===== src/rtl/maf_pkg.sv =====
// Shared definitions for the MAF normalization datapath: default widths,
// mode encodings and the full/dual-lane mode decode.
package maf_pkg;

    localparam int SUM_W_DEF = 48;
    localparam int CNT_W_DEF = 6;
    localparam int EXP_W_DEF = 10;

    localparam logic [2:0] MODE_FULL0 = 3'b000;
    localparam logic [2:0] MODE_FULL2 = 3'b010;

    // Only two encodings select the single full-width lane; all others are dual-lane.
    function automatic logic is_full_mode(input logic [2:0] cont);
        return (cont == MODE_FULL0) || (cont == MODE_FULL2);
    endfunction

endpackage


===== src/rtl/maf_norm_shift_if.sv =====
// Upstream/downstream handshake and data bundle of the normalization stage.
// The slave modport is the DUT view, the master modport is the driver view.
interface maf_norm_shift_if #(
    parameter int SUM_W = 48,
    parameter int CNT_W = 6,
    parameter int EXP_W = 10
) ();
    logic                 in_valid;
    logic                 in_ready;
    logic [2:0]           cont;
    logic [SUM_W-1:0]     sum_in;
    logic [2*CNT_W-1:0]   lz_cnt;
    logic [1:0]           revising;
    logic [2*EXP_W-1:0]   exp_in;
    logic                 out_valid;
    logic                 out_ready;
    logic [SUM_W-1:0]     sum_out;
    logic [2*EXP_W-1:0]   exp_out;
    logic [1:0]           zero_out;
    logic [1:0]           uflow_out;
    logic [2:0]           cont_out;

    modport slave (
        input  in_valid, cont, sum_in, lz_cnt, revising, exp_in, out_ready,
        output in_ready, out_valid, sum_out, exp_out, zero_out, uflow_out, cont_out
    );

    modport master (
        output in_valid, cont, sum_in, lz_cnt, revising, exp_in, out_ready,
        input  in_ready, out_valid, sum_out, exp_out, zero_out, uflow_out, cont_out
    );
endinterface


===== src/rtl/maf_norm_lane.sv =====
// One normalization lane of width W: clamped coarse shift in stage 1,
// one-bit fine correction, exponent adjust and zero/underflow flags in stage 2.
// Pipeline movement is controlled by the parent through ld_p1/ld_p2.
module maf_norm_lane #(
    parameter int W     = 24,
    parameter int CNT_W = 6,
    parameter int EXP_W = 10
) (
    input  logic             clk,
    input  logic             rst,
    input  logic             ld_p1,
    input  logic             ld_p2,
    input  logic [W-1:0]     raw_sum,
    input  logic [CNT_W-1:0] lz,
    input  logic             rev,
    input  logic [EXP_W-1:0] base_exp,
    output logic [W-1:0]     norm_sum,
    output logic [EXP_W-1:0] norm_exp,
    output logic             zero,
    output logic             uflow
);

    localparam logic [CNT_W-1:0] MAX_SHIFT = CNT_W'(W - 1);

    // Exponent minus total shift, evaluated one bit wider so a negative result is visible.
    function automatic logic signed [EXP_W:0] adj_exp(input logic [EXP_W-1:0] e,
                                                      input logic [CNT_W-1:0] s,
                                                      input logic c);
        logic signed [EXP_W:0] ext_e;
        logic signed [EXP_W:0] ext_s;
        logic signed [EXP_W:0] ext_c;
        ext_e = $signed({e[EXP_W-1], e});
        ext_s = $signed({{(EXP_W + 1 - CNT_W){1'b0}}, s});
        ext_c = $signed({{EXP_W{1'b0}}, c});
        return ext_e - ext_s - ext_c;
    endfunction

    logic [CNT_W-1:0] shift;
    logic [W-1:0]     shifted;
    logic             raw_zero;

    logic [W-1:0]     sum_p1;
    logic [CNT_W-1:0] shift_p1;
    logic             rev_p1;
    logic [EXP_W-1:0] exp_p1;
    logic             zero_p1;

    logic                  corr;
    logic [W-1:0]          fine_sum;
    logic signed [EXP_W:0] exp_adj;

    // Stage 1: clamp the anticipated count to the lane and apply the coarse shift.
    always_comb begin
        shift    = (lz > MAX_SHIFT) ? MAX_SHIFT : lz;
        shifted  = raw_sum << shift;
        raw_zero = (raw_sum == '0);
    end

    // Stage 1 registers: data only, qualified by the parent's valid.
    always_ff @(posedge clk) begin
        if (ld_p1) begin
            sum_p1   <= shifted;
            shift_p1 <= shift;
            rev_p1   <= rev;
            exp_p1   <= base_exp;
            zero_p1  <= raw_zero;
        end
    end

    // Stage 2: extra shift only when the anticipator asks for it and the MSB is still clear.
    always_comb begin
        corr     = rev_p1 && !sum_p1[W-1] && !zero_p1;
        fine_sum = corr ? {sum_p1[W-2:0], 1'b0} : sum_p1;
        exp_adj  = adj_exp(exp_p1, shift_p1, corr);
    end

    // Stage 2 result registers; a zero lane keeps its exponent and never underflows.
    always_ff @(posedge clk or posedge rst) begin
        if (rst) begin
            norm_sum <= '0;
            norm_exp <= '0;
            zero     <= 1'b0;
            uflow    <= 1'b0;
        end else if (ld_p2) begin
            norm_sum <= zero_p1 ? '0 : fine_sum;
            norm_exp <= zero_p1 ? exp_p1 : exp_adj[EXP_W-1:0];
            zero     <= zero_p1;
            uflow    <= zero_p1 ? 1'b0 : exp_adj[EXP_W];
        end
    end

endmodule


===== src/rtl/maf_norm_shift.sv =====
// MAF normalization stage: two-stage valid/ready pipeline that runs one
// full-width lane and two half-width lanes in parallel and selects the
// result set by the mode that travelled with the beat.
module maf_norm_shift
    import maf_pkg::*;
#(
    parameter int SUM_W = SUM_W_DEF,
    parameter int CNT_W = CNT_W_DEF,
    parameter int EXP_W = EXP_W_DEF
) (
    input  logic             clk,
    input  logic             rst,
    maf_norm_shift_if.slave  bus
);

    localparam int H = SUM_W / 2;

    logic s1_valid, s2_valid, s1_adv, accept, ld_p2;
    logic [2:0] cont_p1, cont_p2;

    logic [SUM_W-1:0] full_sum;
    logic [EXP_W-1:0] full_exp;
    logic             full_zero, full_uflow;
    logic [H-1:0]     lo_sum, hi_sum;
    logic [EXP_W-1:0] lo_exp, hi_exp;
    logic             lo_zero, hi_zero, lo_uflow, hi_uflow;

    assign s1_adv       = !s2_valid || bus.out_ready;
    assign bus.in_ready = !s1_valid || s1_adv;
    assign accept       = bus.in_valid && bus.in_ready;
    assign ld_p2        = s1_valid && s1_adv;
    assign bus.out_valid = s2_valid;
    assign bus.cont_out  = cont_p2;

    // Pipeline occupancy and the mode tag that reaches the output mux.
    always_ff @(posedge clk or posedge rst) begin
        if (rst) begin
            s1_valid <= 1'b0;
            s2_valid <= 1'b0;
            cont_p2  <= '0;
        end else begin
            if (bus.in_ready) s1_valid <= bus.in_valid;
            if (s1_adv)       s2_valid <= s1_valid;
            if (ld_p2)        cont_p2  <= cont_p1;
        end
    end

    // Stage 1 mode tag, data only.
    always_ff @(posedge clk) begin
        if (accept) cont_p1 <= bus.cont;
    end

    maf_norm_lane #(.W(SUM_W), .CNT_W(CNT_W), .EXP_W(EXP_W)) u_full (
        .clk(clk), .rst(rst), .ld_p1(accept), .ld_p2(ld_p2),
        .raw_sum(bus.sum_in), .lz(bus.lz_cnt[CNT_W-1:0]), .rev(bus.revising[0]),
        .base_exp(bus.exp_in[EXP_W-1:0]),
        .norm_sum(full_sum), .norm_exp(full_exp), .zero(full_zero), .uflow(full_uflow)
    );

    maf_norm_lane #(.W(H), .CNT_W(CNT_W), .EXP_W(EXP_W)) u_lane0 (
        .clk(clk), .rst(rst), .ld_p1(accept), .ld_p2(ld_p2),
        .raw_sum(bus.sum_in[H-1:0]), .lz(bus.lz_cnt[CNT_W-1:0]), .rev(bus.revising[0]),
        .base_exp(bus.exp_in[EXP_W-1:0]),
        .norm_sum(lo_sum), .norm_exp(lo_exp), .zero(lo_zero), .uflow(lo_uflow)
    );

    maf_norm_lane #(.W(H), .CNT_W(CNT_W), .EXP_W(EXP_W)) u_lane1 (
        .clk(clk), .rst(rst), .ld_p1(accept), .ld_p2(ld_p2),
        .raw_sum(bus.sum_in[SUM_W-1:H]), .lz(bus.lz_cnt[2*CNT_W-1:CNT_W]), .rev(bus.revising[1]),
        .base_exp(bus.exp_in[2*EXP_W-1:EXP_W]),
        .norm_sum(hi_sum), .norm_exp(hi_exp), .zero(hi_zero), .uflow(hi_uflow)
    );

    // Result select; lane1 fields read as zero in full-width mode.
    always_comb begin
        bus.sum_out   = {hi_sum, lo_sum};
        bus.exp_out   = {hi_exp, lo_exp};
        bus.zero_out  = {hi_zero, lo_zero};
        bus.uflow_out = {hi_uflow, lo_uflow};
        if (is_full_mode(cont_p2)) begin
            bus.sum_out   = full_sum;
            bus.exp_out   = {{EXP_W{1'b0}}, full_exp};
            bus.zero_out  = {1'b0, full_zero};
            bus.uflow_out = {1'b0, full_uflow};
        end
    end

endmodule


===== src/flat_wrapper.sv =====
// flat-port wrapper written by rule: the top's interface ports become plain ports
module maf_norm_shift_flat import maf_pkg::*;
#(
    parameter int SUM_W = SUM_W_DEF,
    parameter int CNT_W = CNT_W_DEF,
    parameter int EXP_W = EXP_W_DEF
)
  (clk, rst, bus_in_valid, bus_cont, bus_sum_in, bus_lz_cnt, bus_revising, bus_exp_in, bus_out_ready, bus_in_ready, bus_out_valid, bus_sum_out, bus_exp_out, bus_zero_out, bus_uflow_out, bus_cont_out);
  maf_norm_shift_if #(.SUM_W(SUM_W), .CNT_W(CNT_W), .EXP_W(EXP_W)) bus_i ();
  input  logic clk;
  input  logic rst;
  input wire logic [$bits(bus_i.in_valid)-1:0] bus_in_valid;
  input wire logic [$bits(bus_i.cont)-1:0] bus_cont;
  input wire logic [$bits(bus_i.sum_in)-1:0] bus_sum_in;
  input wire logic [$bits(bus_i.lz_cnt)-1:0] bus_lz_cnt;
  input wire logic [$bits(bus_i.revising)-1:0] bus_revising;
  input wire logic [$bits(bus_i.exp_in)-1:0] bus_exp_in;
  input wire logic [$bits(bus_i.out_ready)-1:0] bus_out_ready;
  output wire logic [$bits(bus_i.in_ready)-1:0] bus_in_ready;
  output wire logic [$bits(bus_i.out_valid)-1:0] bus_out_valid;
  output wire logic [$bits(bus_i.sum_out)-1:0] bus_sum_out;
  output wire logic [$bits(bus_i.exp_out)-1:0] bus_exp_out;
  output wire logic [$bits(bus_i.zero_out)-1:0] bus_zero_out;
  output wire logic [$bits(bus_i.uflow_out)-1:0] bus_uflow_out;
  output wire logic [$bits(bus_i.cont_out)-1:0] bus_cont_out;
  assign bus_i.in_valid = bus_in_valid;
  assign bus_i.cont = bus_cont;
  assign bus_i.sum_in = bus_sum_in;
  assign bus_i.lz_cnt = bus_lz_cnt;
  assign bus_i.revising = bus_revising;
  assign bus_i.exp_in = bus_exp_in;
  assign bus_i.out_ready = bus_out_ready;
  assign bus_in_ready = bus_i.in_ready;
  assign bus_out_valid = bus_i.out_valid;
  assign bus_sum_out = bus_i.sum_out;
  assign bus_exp_out = bus_i.exp_out;
  assign bus_zero_out = bus_i.zero_out;
  assign bus_uflow_out = bus_i.uflow_out;
  assign bus_cont_out = bus_i.cont_out;
  maf_norm_shift #(.SUM_W(SUM_W), .CNT_W(CNT_W), .EXP_W(EXP_W)) u_core (.clk(clk), .rst(rst), .bus(bus_i));
endmodule

===== config.mk =====
export PLATFORM = sky130hd
export DESIGN_NAME = maf_norm_shift_flat
export DESIGN_NICKNAME = d
export VERILOG_FILES = /design/src/rtl/maf_pkg.sv /design/src/rtl/maf_norm_shift_if.sv /design/src/rtl/maf_norm_lane.sv /design/src/rtl/maf_norm_shift.sv /design/src/flat_wrapper.sv
export SDC_FILE = /design/constraint.sdc
export NUM_CORES = 1
export LEC_CHECK = 0
export CAP_MARGIN = 20
export CORE_MARGIN = 4
export CORE_UTILIZATION = 45
export CTS_CLUSTER_DIAMETER = 60
export CTS_CLUSTER_SIZE = 24
export DETAILED_ROUTE_END_ITERATION = 8
export PLACE_DENSITY = 0.65
export SETUP_SLACK_MARGIN = 0.5
export SYNTH_ARGS = -nofsm -noshare
export SYNTH_HDL_FRONTEND = slang
export SYNTH_SLANG_ARGS = --single-unit
export TNS_END_PERCENT = 100

===== constraint.sdc =====
create_clock -name clk -period 9.6 [get_ports clk]
set_input_delay 0.96 -clock clk [delete_from_list [all_inputs] [get_ports clk]]
set_output_delay 0.96 -clock clk [all_outputs]
set_load 0.01 [all_outputs]

==> results of run 1 <==
-- path summary, 6_finish.rpt --
path,startpoint,to,slack (ps),cells after the start
max reg2reg,u_core.u_full.rev_p1$_DFFE_PP_,u_core.u_lane0.norm_exp[8]$_DFFE_PP0P_,6200,12
min reg2reg,u_core.u_lane0.norm_sum[2]$_DFFE_PP0P_,u_core.u_lane0.norm_sum[2]$_DFFE_PP0P_,480,2
min in group asynchronous,rst,u_core.u_full.norm_sum[7]$_DFFE_PP0P_,940,2
max in group asynchronous,rst,u_core.u_full.norm_sum[21]$_DFFE_PP0P_,7330,3
min,u_core.u_lane0.norm_sum[2]$_DFFE_PP0P_,u_core.u_lane0.norm_sum[2]$_DFFE_PP0P_,480,2
max,bus_lz_cnt[4],u_core.u_full.sum_p1[44]$_DFFE_PP_,5240,10
-- layout make-up --
cell class	instances	area [um^2]	area share, %
clock inverters	17	249	1.27
repair buffers	185	1800	9.18
inverters	75	287	1.46
diodes	1	2.50	0.0127
well taps	504	631	3.21
flip-flops and latches	279	7690	39.1
multi-input cells	1235	8430	42.9
clock buffers	23	564	2.87
-- layer usage --
metal	wire length [um]	share of wire, %	global-route usage (%)	vias up
li1	-	-	-	6343
met1	21500	45	33.6	6491
met2	21500	45	35.0	524
met3	3740	7.8	3.72	71
met4	1170	2.4	5.76	2
met5	7	0.015	0	-
-- sequential cells by signal, indices dropped and copies added, names as in the netlist, 3 cells and up --
| name | count |
|---|---|
| u_core.u_lane0.sum_p1 | 24 |
| u_core.u_full.exp_p1 | 10 |
| u_core.u_lane0.norm_sum | 24 |
| u_core.u_full.norm_exp | 10 |
| u_core.u_lane0.norm_exp | 10 |
| u_core.u_lane1.norm_sum | 24 |
| u_core.u_lane1.sum_p1 | 24 |
| u_core.u_lane1.shift_p1 | 6 |
| u_core.cont_p1 | 3 |
| u_core.u_full.norm_sum | 48 |
| u_core.u_lane1.norm_exp | 10 |
| u_core.bus.cont_out | 3 |
| u_core.u_full.shift_p1 | 6 |
| u_core.u_lane1.exp_p1 | 10 |
| u_core.u_lane0.shift_p1 | 6 |
| u_core.u_full.sum_p1 | 48 |
-- report_power, final --
group | internal, mW | switching, mW
Sequential | 1.41 | 0.0870
Clock | 0.497 | 0.500
Combinational | 0.431 | 0.519
Total | 2.34 | 1.11
-- critical path, cell delays in order --
cell	delay, ps
clkdlybuf4s50_1	450
buf_4	390
a21oi_4	80
buf_4	320
inv_2	690
mux2i_1	370
mux2i_1	120
mux2i_1	540
a21oi_1	280
a221o_1	410
-- cells in the mapped netlist (6+ instances only) --
library cell / count
nor3_1: 18
fa_1: 6
o21ai_0: 148
a211oi_1: 15
o22ai_1: 19
ha_1: 33
nor2b_1: 21
xnor2_1: 8
a311oi_1: 6
a21oi_1: 105
buf_4: 9
and2_1: 10
a22oi_1: 37
nand2_1: 250
dfrtp_1: 137
o31ai_1: 7
xor2_1: 11
mux2_2: 83
nor4_1: 16
a31oi_1: 11
buf_1: 11
inv_1: 68
mux4_2: 7
edfxtp_1: 142
nor2_1: 111
nand3_1: 16
buf_2: 24
nand2b_1: 12
mux2i_1: 207
clkbuf_1: 69
-- placed cells by master, fill, tap and decap left out, types with 12 or more instances in the layout --
| master | n |
|---|---|
| nor3_1 | 18 |
| o21ai_0 | 148 |
| nand2b_1 | 12 |
| clkdlybuf4s50_1 | 164 |
| o22ai_1 | 19 |
| buf_4 | 19 |
| nand3_1 | 16 |
| inv_1 | 67 |
| mux2i_1 | 207 |
| ha_1 | 33 |
| dfrtp_1 | 137 |
| edfxtp_1 | 142 |
| mux2_2 | 83 |
| nor2_1 | 110 |
| nor2b_1 | 18 |
| clkbuf_16 | 22 |
| a211oi_1 | 14 |
| nand2_1 | 249 |
| a22oi_1 | 37 |
| nor4_1 | 16 |
| a21oi_1 | 105 |
-- logic make-up (layout without fill, tap and decap cells) --
logic type               count (synthesis)  after routing  share of synthesized area (%)
AO/OA/AOI/OAI                          406            406                           14.8
XOR/XNOR                                19             19                          0.983
adder cells (fa/ha/maj)                 39             39                           3.15
buffers and inverters                  194            300                           4.97
flip-flops                             279            279                           45.5
multiplexers                           297            297                           18.7
other                                    1              3                         0.0222
AND/OR/NAND/NOR                        472            472                           11.9
-- stage by stage --
| stage | utilization (%) | power [mW] |
|---|---|---|
| after CTS | 53.3 | 3.48 |
| final | 53.3 | 3.45 |
| after floorplan | - | 2.09 |
| after global routing | 53.3 | 3.63 |
| after detailed placement | 51.1 | 2.48 |
| after global placement | 51.1 | 2.46 |
==> results.yml, run 1 <==
run_status:
  status: "completed"
floorplan:
  core_um2: 36900
  rows: 70
  die_h_um: 202
  io_pins: 166
  die-area_um2: 40800
  die_x_um: 202
  initial_core_util_pct: 45.9
logic_synthesis:
  avgSynthCellArea_um2: 9.91
  ys_seq_area_share_pct: 45.5
  async_flop_share_pct: 49.1
  syn_inst: 1707
  ys_warn_count: 0
  ys_top_cells_by_area: "edfxtp_1 25%, dfrtp_1 20%, mux2i_1 12%"
  synth-main-ff-cell: "edfxtp_1"
  ys_types: 66
  synth-edff-count: 142
  syn-cell-area_um2: 16900
  yosys.area.top_type: "edfxtp_1"
  synth_top_area_share_pct: 25.2
  synth-seq-cells: 279
route:
  vias: 13400
  route.detailed.drc: 0
  via_per_inst: 5.79
  drt-wirelength-per-cell_um: 20.7
  firstDrtPassIters: 5
  drt-total-wl_um: 47900
  drtIter0Drc: 1219
  ant_nets: 0
power_and_ir_drop:
  p_leak_nw: 7.89
  power_density_nw_per_um2: 175
  peakVddDrop_mv: 0.118
grt:
  track_usage_pct: 22.7
  grt_pass1_vias: 13100
  grt_max_degree: 97
  grt_pass1_wl_um: 75000
  gr-total-overflow: 0
  antenna_found_initial: 3
flow_run:
  max_cap_violations: 0
final_layout:
  drive_gt1_share_pct: 9.76
  final_cell_count_no_fill: 2319
  fin_nets: 1926
  fill_cells: 3327
  synthToLayoutAreaGrowth_pct: 16.2
  design_area_um2: 19700
setup_path:
  cp.required_ps: 9880
  worst_setup_path_end_kind: "register"
  crit_type: "input port to register"
  critPathMaxFanout: 47
  critPathLaunchType: "input port"
  crit_arrival_ps: 4640
clocking:
  cts_resized: 0
  htreeDepth: 1
  root_buffer: "clkbuf_16"
  cts_hold_buf: 0
  cts_tree: "done"
  clock_latency_ps: 540
  cts-buffers-inserted: 22
  cts_sinks: 279
  clk_pin_slew_ps: 80
  clockBufferDepth: 3
  post_cts_buffers: 0
sta:
  slew_violations: 0
  fin_crit_sh_pct: 45.5
  fin_setup_tns_ps: 0
  holdWs_ps: 475
  fmax_mhz: 229
  maxSlewHeadroom_pct: 28.4
  rsz0062_at_grt: "no"
  worstMarginPinSlew_ps: 1070
  layout_min_cycle_time_ps: 4360
  skew_ps: 25.7
  setup_ws_ps: 5240
  setup_viol: 0
  hold_viol_final: 0
hold_path:
  hold_class: "register to register"
place:
  place_congestion: 0.892
  place_area_um2: 18800
  dp_slack_ps: 4790
  detailed_place_hpwl_um: 34800
  io_buffer_count: 165
  place_inst: 2277
Power figures use the tool's default switching activity.
==> run 2: changes to the inputs <==
==> constraint.sdc (replaced) <==
create_clock -name clk -period 4.4 [get_ports clk]
set_input_delay 0.44 -clock clk [delete_from_list [all_inputs] [get_ports clk]]
set_output_delay 0.44 -clock clk [all_outputs]
set_load 0.01 [all_outputs]
==> results.yml, run 2 (synthesis results as in run 1) <==
run_status:
  status: "completed"
floorplan:
  rows: 70
  core_um2: 36900
  initial_core_util_pct: 45.9
  die-area_um2: 40800
  die_h_um: 202
  io_pins: 166
  die_x_um: 202
route:
  firstDrtPassIters: 5
  route.detailed.drc: 0
  ant_nets: 0
  drt-wirelength-per-cell_um: 21.1
  drtIter0Drc: 1047
  vias: 13400
  drt-total-wl_um: 49200
  via_per_inst: 5.75
setup_path:
  critPathLaunchType: "register"
  worst_setup_path_end_kind: "register"
  critPathMaxFanout: 20
  r2r-start: "u_core.u_lane0.zero_p1$_DFFE_PP_"
  r2r_end: "u_core.u_lane0.norm_exp[8]$_DFFE_PP0P_"
  crit_type: "register to register"
  cp.required_ps: 4820
  ff2ff_path_depth: 10
  crit_arrival_ps: 3750
  reg2reg_slack_ps: 1070
clocking:
  post_cts_buffers: 0
  clock_latency_ps: 510
  clk_pin_slew_ps: 90
  root_buffer: "clkbuf_16"
  cts_tree: "done"
  cts_resized: 0
  cts-buffers-inserted: 21
  clockBufferDepth: 3
  cts_hold_buf: 0
  cts_sinks: 279
  htreeDepth: 1
grt:
  track_usage_pct: 23.5
  grt_pass1_wl_um: 77300
  antenna_found_initial: 0
  grt_max_degree: 143
  grt_pass1_vias: 13200
  gr-total-overflow: 0
sta:
  fin_crit_sh_pct: 75.7
  setup_viol: 0
  slew_violations: 0
  hold_viol_final: 0
  setup_ws_ps: 1070
  worstMarginPinSlew_ps: 1000
  fmax_mhz: 300
  fin_setup_tns_ps: 0
  layout_min_cycle_time_ps: 3330
  skew_ps: 10.6
  maxSlewHeadroom_pct: 33.2
  rsz0062_at_grt: "no"
power_and_ir_drop:
  peakVddDrop_mv: 0.245
  power_density_nw_per_um2: 375
  p_leak_nw: 7.94
final_layout:
  final_common_cell: "nand2_1"
  diodes: 0
  drive_gt1_share_pct: 10.4
  final_cell_count_no_fill: 2331
  synthToLayoutAreaGrowth_pct: 16.4
  final_cell_mix: "249 x nand2_1, 207 x mux2i_1, 164 x clkdlybuf4s50_1"
  largest_registers: "u_core.u_full.norm_sum: 48 flops, u_core.u_full.sum_p1: 48 flops"
  fin_nets: 1941
  fill_cells: 3350
place:
  dp_slack_ps: 921
  place_congestion: 0.931
  place_inst: 2294
  io_buffer_count: 165
  detailed_place_hpwl_um: 35500
hold_path:
  hold_class: "input port to asynchronous set/reset pin"
flow_run:
  max_cap_violations: 0
## run 2: cell count changes in the layout (fill, tap and decap cells not counted), sizes merged
| cell | delta |
|---|---|
| buf | +16 |
| clkinv | -2 |
| bufinv | -1 |
| diode | -1 |
## run 2: critical path, cell delays in order (launching register included)
cell and delay (ps):
edfxtp_1 740, nand2b_1 300, fa_1 430, fa_1 450
nand2b_1 190, a21oi_1 240, o21bai_1 100, a21oi_1 320
o21ai_0 160, xor2_1 150, o21ai_0 150
## run 2: final cells by class
cell class | instances | area (um^2) | area share, %
clock inverter | 14 | 161 | 0.819
tap | 504 | 631 | 3.20
inverter | 75 | 285 | 1.45
multi-input combinational | 1235 | 8430 | 42.8
sequential | 279 | 7690 | 39.0
clock buffer | 23 | 553 | 2.81
timing repair buffer | 201 | 1950 | 9.92
## run 2: worst max path at each step
stage                                startpoint                                      end  slack, ps  depth (start not counted)
4_1_cts        u_core.u_lane0.zero_p1$_DFFE_PP_   u_core.u_lane0.norm_exp[8]$_DFFE_PP0P_       1130                         10
2_1_floorplan    u_core.u_full.rev_p1$_DFFE_PP_   u_core.u_lane0.norm_exp[8]$_DFFE_PP0P_       1150                         13
6_report       u_core.u_lane0.zero_p1$_DFFE_PP_   u_core.u_lane0.norm_exp[8]$_DFFE_PP0P_       1070                         10
3_3_place_gp                      bus_lz_cnt[3]  u_core.u_lane0.sum_p1[23]$_SDFFCE_PP0P_        930                         10
5_1_grt        u_core.u_lane0.zero_p1$_DFFE_PP_   u_core.u_lane0.norm_exp[8]$_DFFE_PP0P_        930                         10
3_5_place_dp                      bus_lz_cnt[0]       u_core.u_full.sum_p1[47]$_DFFE_PP_        920                          8
## run 2: report_power, final
group / switching [mW] / internal (mW)
registers: 0.193 / 3.09
clock network: 1.04 / 0.975
logic: 1.14 / 0.955
total: 2.37 / 5.02
## run 2: through the flow
step	hold slack, ps	util (%)	area (um^2)	power [mW]
6_report	450	53.4	19700	7.38
2_1_floorplan	438	-	16900	4.55
5_1_grt	460	53.4	19700	7.78
3_3_place_gp	450	51.5	19000	5.39
4_1_cts	459	53.4	19700	7.44
3_5_place_dp	465	51.5	19000	5.42
## run 2: routing by layer
metal	vias up	share of wire (%)	track usage, %
li1	6355	-	-
met1	6535	47	35.6
met2	451	45	36.8
met3	53	6.0	2.60
met4	0	1.6	4.32
met5	-	0	0
==> run 3: changes to the inputs <==
--- a/config.mk
+++ b/config.mk
@@ -11,7 +11,7 @@
 export CTS_CLUSTER_DIAMETER = 60
 export CTS_CLUSTER_SIZE = 24
 export DETAILED_ROUTE_END_ITERATION = 8
-export PLACE_DENSITY = 0.65
+export PLACE_DENSITY = 0.68
 export SETUP_SLACK_MARGIN = 0.5
 export SYNTH_ARGS = -nofsm -noshare
 export SYNTH_HDL_FRONTEND = slang
==> constraint.sdc (replaced) <==
create_clock -name clk -period 3 [get_ports clk]
set_input_delay 0.3 -clock clk [delete_from_list [all_inputs] [get_ports clk]]
set_output_delay 0.3 -clock clk [all_outputs]
set_load 0.01 [all_outputs]
==> results.yml, run 3 (synthesis results as in run 1) <==
final_layout:
  diodes: 0
  design_area_um2: 20800
  final_common_cell: "nand2_1"
  final_cell_count_no_fill: 2422
  largest_registers: "u_core.u_full.norm_sum: 48 flops, u_core.u_full.sum_p1: 48 flops"
  final_cell_mix: "248 x nand2_1, 202 x mux2i_1, 142 x edfxtp_1"
  fill_cells: 3216
  synthToLayoutAreaGrowth_pct: 23.1
  drive_gt1_share_pct: 16.5
  fin_nets: 2030
  final_util_pct: 56.5
route:
  vias: 13700
  route.detailed.drc: 0
  drtIter0Drc: 1017
  drt-total-wl_um: 50200
  via_per_inst: 5.66
  drt-wirelength-per-cell_um: 20.7
  firstDrtPassIters: 5
  ant_nets: 0
run_status:
  status: "completed"
place:
  detailed_place_hpwl_um: 36000
  place_inst: 2353
  place_area_um2: 19600
  place_congestion: 0.937
  io_buffer_count: 165
  dp_slack_ps: 41.5
clocking:
  clockBufferDepth: 3
  htreeDepth: 1
  cts_hold_buf: 0
  root_buffer: "clkbuf_16"
  clock_latency_ps: 530
  cts_sinks: 279
  clk_pin_slew_ps: 90
  cts-buffers-inserted: 22
  cts_tree: "done"
setup_path:
  crit_type: "register to register"
  r2r-start: "u_core.u_full.rev_p1$_DFFE_PP_"
  reg2reg_slack_ps: 430
  ff2ff_path_depth: 12
  crit_arrival_ps: 3020
  critPathLaunchType: "register"
  r2r_end: "u_core.u_lane0.norm_exp[9]$_DFFE_PP0P_"
  cp.required_ps: 3450
  critPathMaxFanout: 4
  worst_setup_path_end_kind: "register"
sta:
  hold_viol_final: 0
  layout_min_cycle_time_ps: 2570
  slew_violations: 0
  maxSlewHeadroom_pct: 48.2
  worstMarginPinSlew_ps: 777
  rsz0062_at_grt: "yes"
  fin_setup_tns_ps: 0
  skew_ps: 17.4
  setup_ws_ps: 431
  fin_crit_sh_pct: 85.6
  setup_viol: 0
  fmax_mhz: 389
floorplan:
  die_h_um: 202
  die-area_um2: 40800
  core_um2: 36900
  rows: 70
  initial_core_util_pct: 45.9
  io_pins: 166
  die_x_um: 202
grt:
  track_usage_pct: 23.8
  antenna_found_initial: 1
  grt_pass1_vias: 13600
  gr-total-overflow: 0
  grt_pass1_wl_um: 77800
  grt_max_degree: 101
flow_run:
  max_cap_violations: 0
power_and_ir_drop:
  power_density_nw_per_um2: 542
  peakVddDrop_mv: 0.500
  p_leak_nw: 8.90
hold_path:
  hold_class: "input port to asynchronous set/reset pin"
## run 3: changes by cell type in the layout (fill, tap and decap cells not counted), moves of 7 or more
cell	previous run	this run
o21ai_0	148	132
dlymetal6s2s_1	0	18
buf_12	3	11
o21ai_2	0	7
clkdlybuf4s50_1	164	92
buf_4	33	107
dlygate4sd2_1	0	51
o21ai_1	3	10
## run 3: critical path, stage by stage, from the launching register on
cell	delay, ps
edfxtp_1	420
nor2b_4	210
nand2b_4	60
fa_2	540
inv_2	50
ha_4	150
o21ai_4	150
a31oi_4	100
o21a_1	210
o21ai_2	190
nand3_2	100
xor2_1	150
o21ai_1	140
## run 3: how the worst max path moves through the flow
| stage | start | endpoint | slack [ps] | cells after the start |
|---|---|---|---|---|
| floorplan | u_core.u_full.rev_p1$_DFFE_PP_ | u_core.u_full.norm_exp[9]$_DFFE_PP0P_ | 330 | 15 |
| global placement | bus_lz_cnt[4] | u_core.u_full.sum_p1[40]$_DFFE_PP_ | 50 | 9 |
| global route | u_core.u_full.rev_p1$_DFFE_PP_ | u_core.u_lane0.norm_exp[9]$_DFFE_PP0P_ | 300 | 12 |
| finish | u_core.u_full.rev_p1$_DFFE_PP_ | u_core.u_lane0.norm_exp[9]$_DFFE_PP0P_ | 430 | 12 |
| CTS | u_core.bus.cont_out[2]$_DFFE_PP0P_ | bus_sum_out[32] | 390 | 5 |
| detailed placement | bus_lz_cnt[4] | u_core.u_full.sum_p1[37]$_DFFE_PP_ | 40 | 8 |
## run 3: timing repair
action	in CTS	in global routing
setup endpoints to repair	69	50
resized for setup	75	39
gates cloned	4	1
pin swaps	11	11
setup buffers	11	13
## run 3: per-stage QoR
step	power, mW	hold slack [ps]
2_1_floorplan	6.71	399
3_3_place_gp	8.02	453
3_5_place_dp	8.08	458
4_1_cts	11.3	296
5_1_grt	11.9	296
6_report	11.3	294
## run 3: routing by layer
metal	vias to the layer above	routed length, um	track usage [%]
met5	-	13	0
met4	2	1130	5.86
met3	67	3220	2.82
met2	472	23500	39.0
met1	6637	22300	34.1
li1	6536	-	-
## run 3: final cells by class
class | count | area [um^2] | area share [%]
flip-flops and latches | 279 | 7690 | 36.9
clock inverters | 16 | 219 | 1.05
repair buffers | 289 | 2810 | 13.5
multi-input cells | 1235 | 8620 | 41.4
well taps | 504 | 631 | 3.03
inverters | 75 | 285 | 1.37
clock buffers | 24 | 579 | 2.78
## run 3: where the power goes
group	switching (mW)	internal (mW)
clock network	1.62	1.54
logic	1.79	1.54
registers	0.277	4.52
total	3.68	7.60
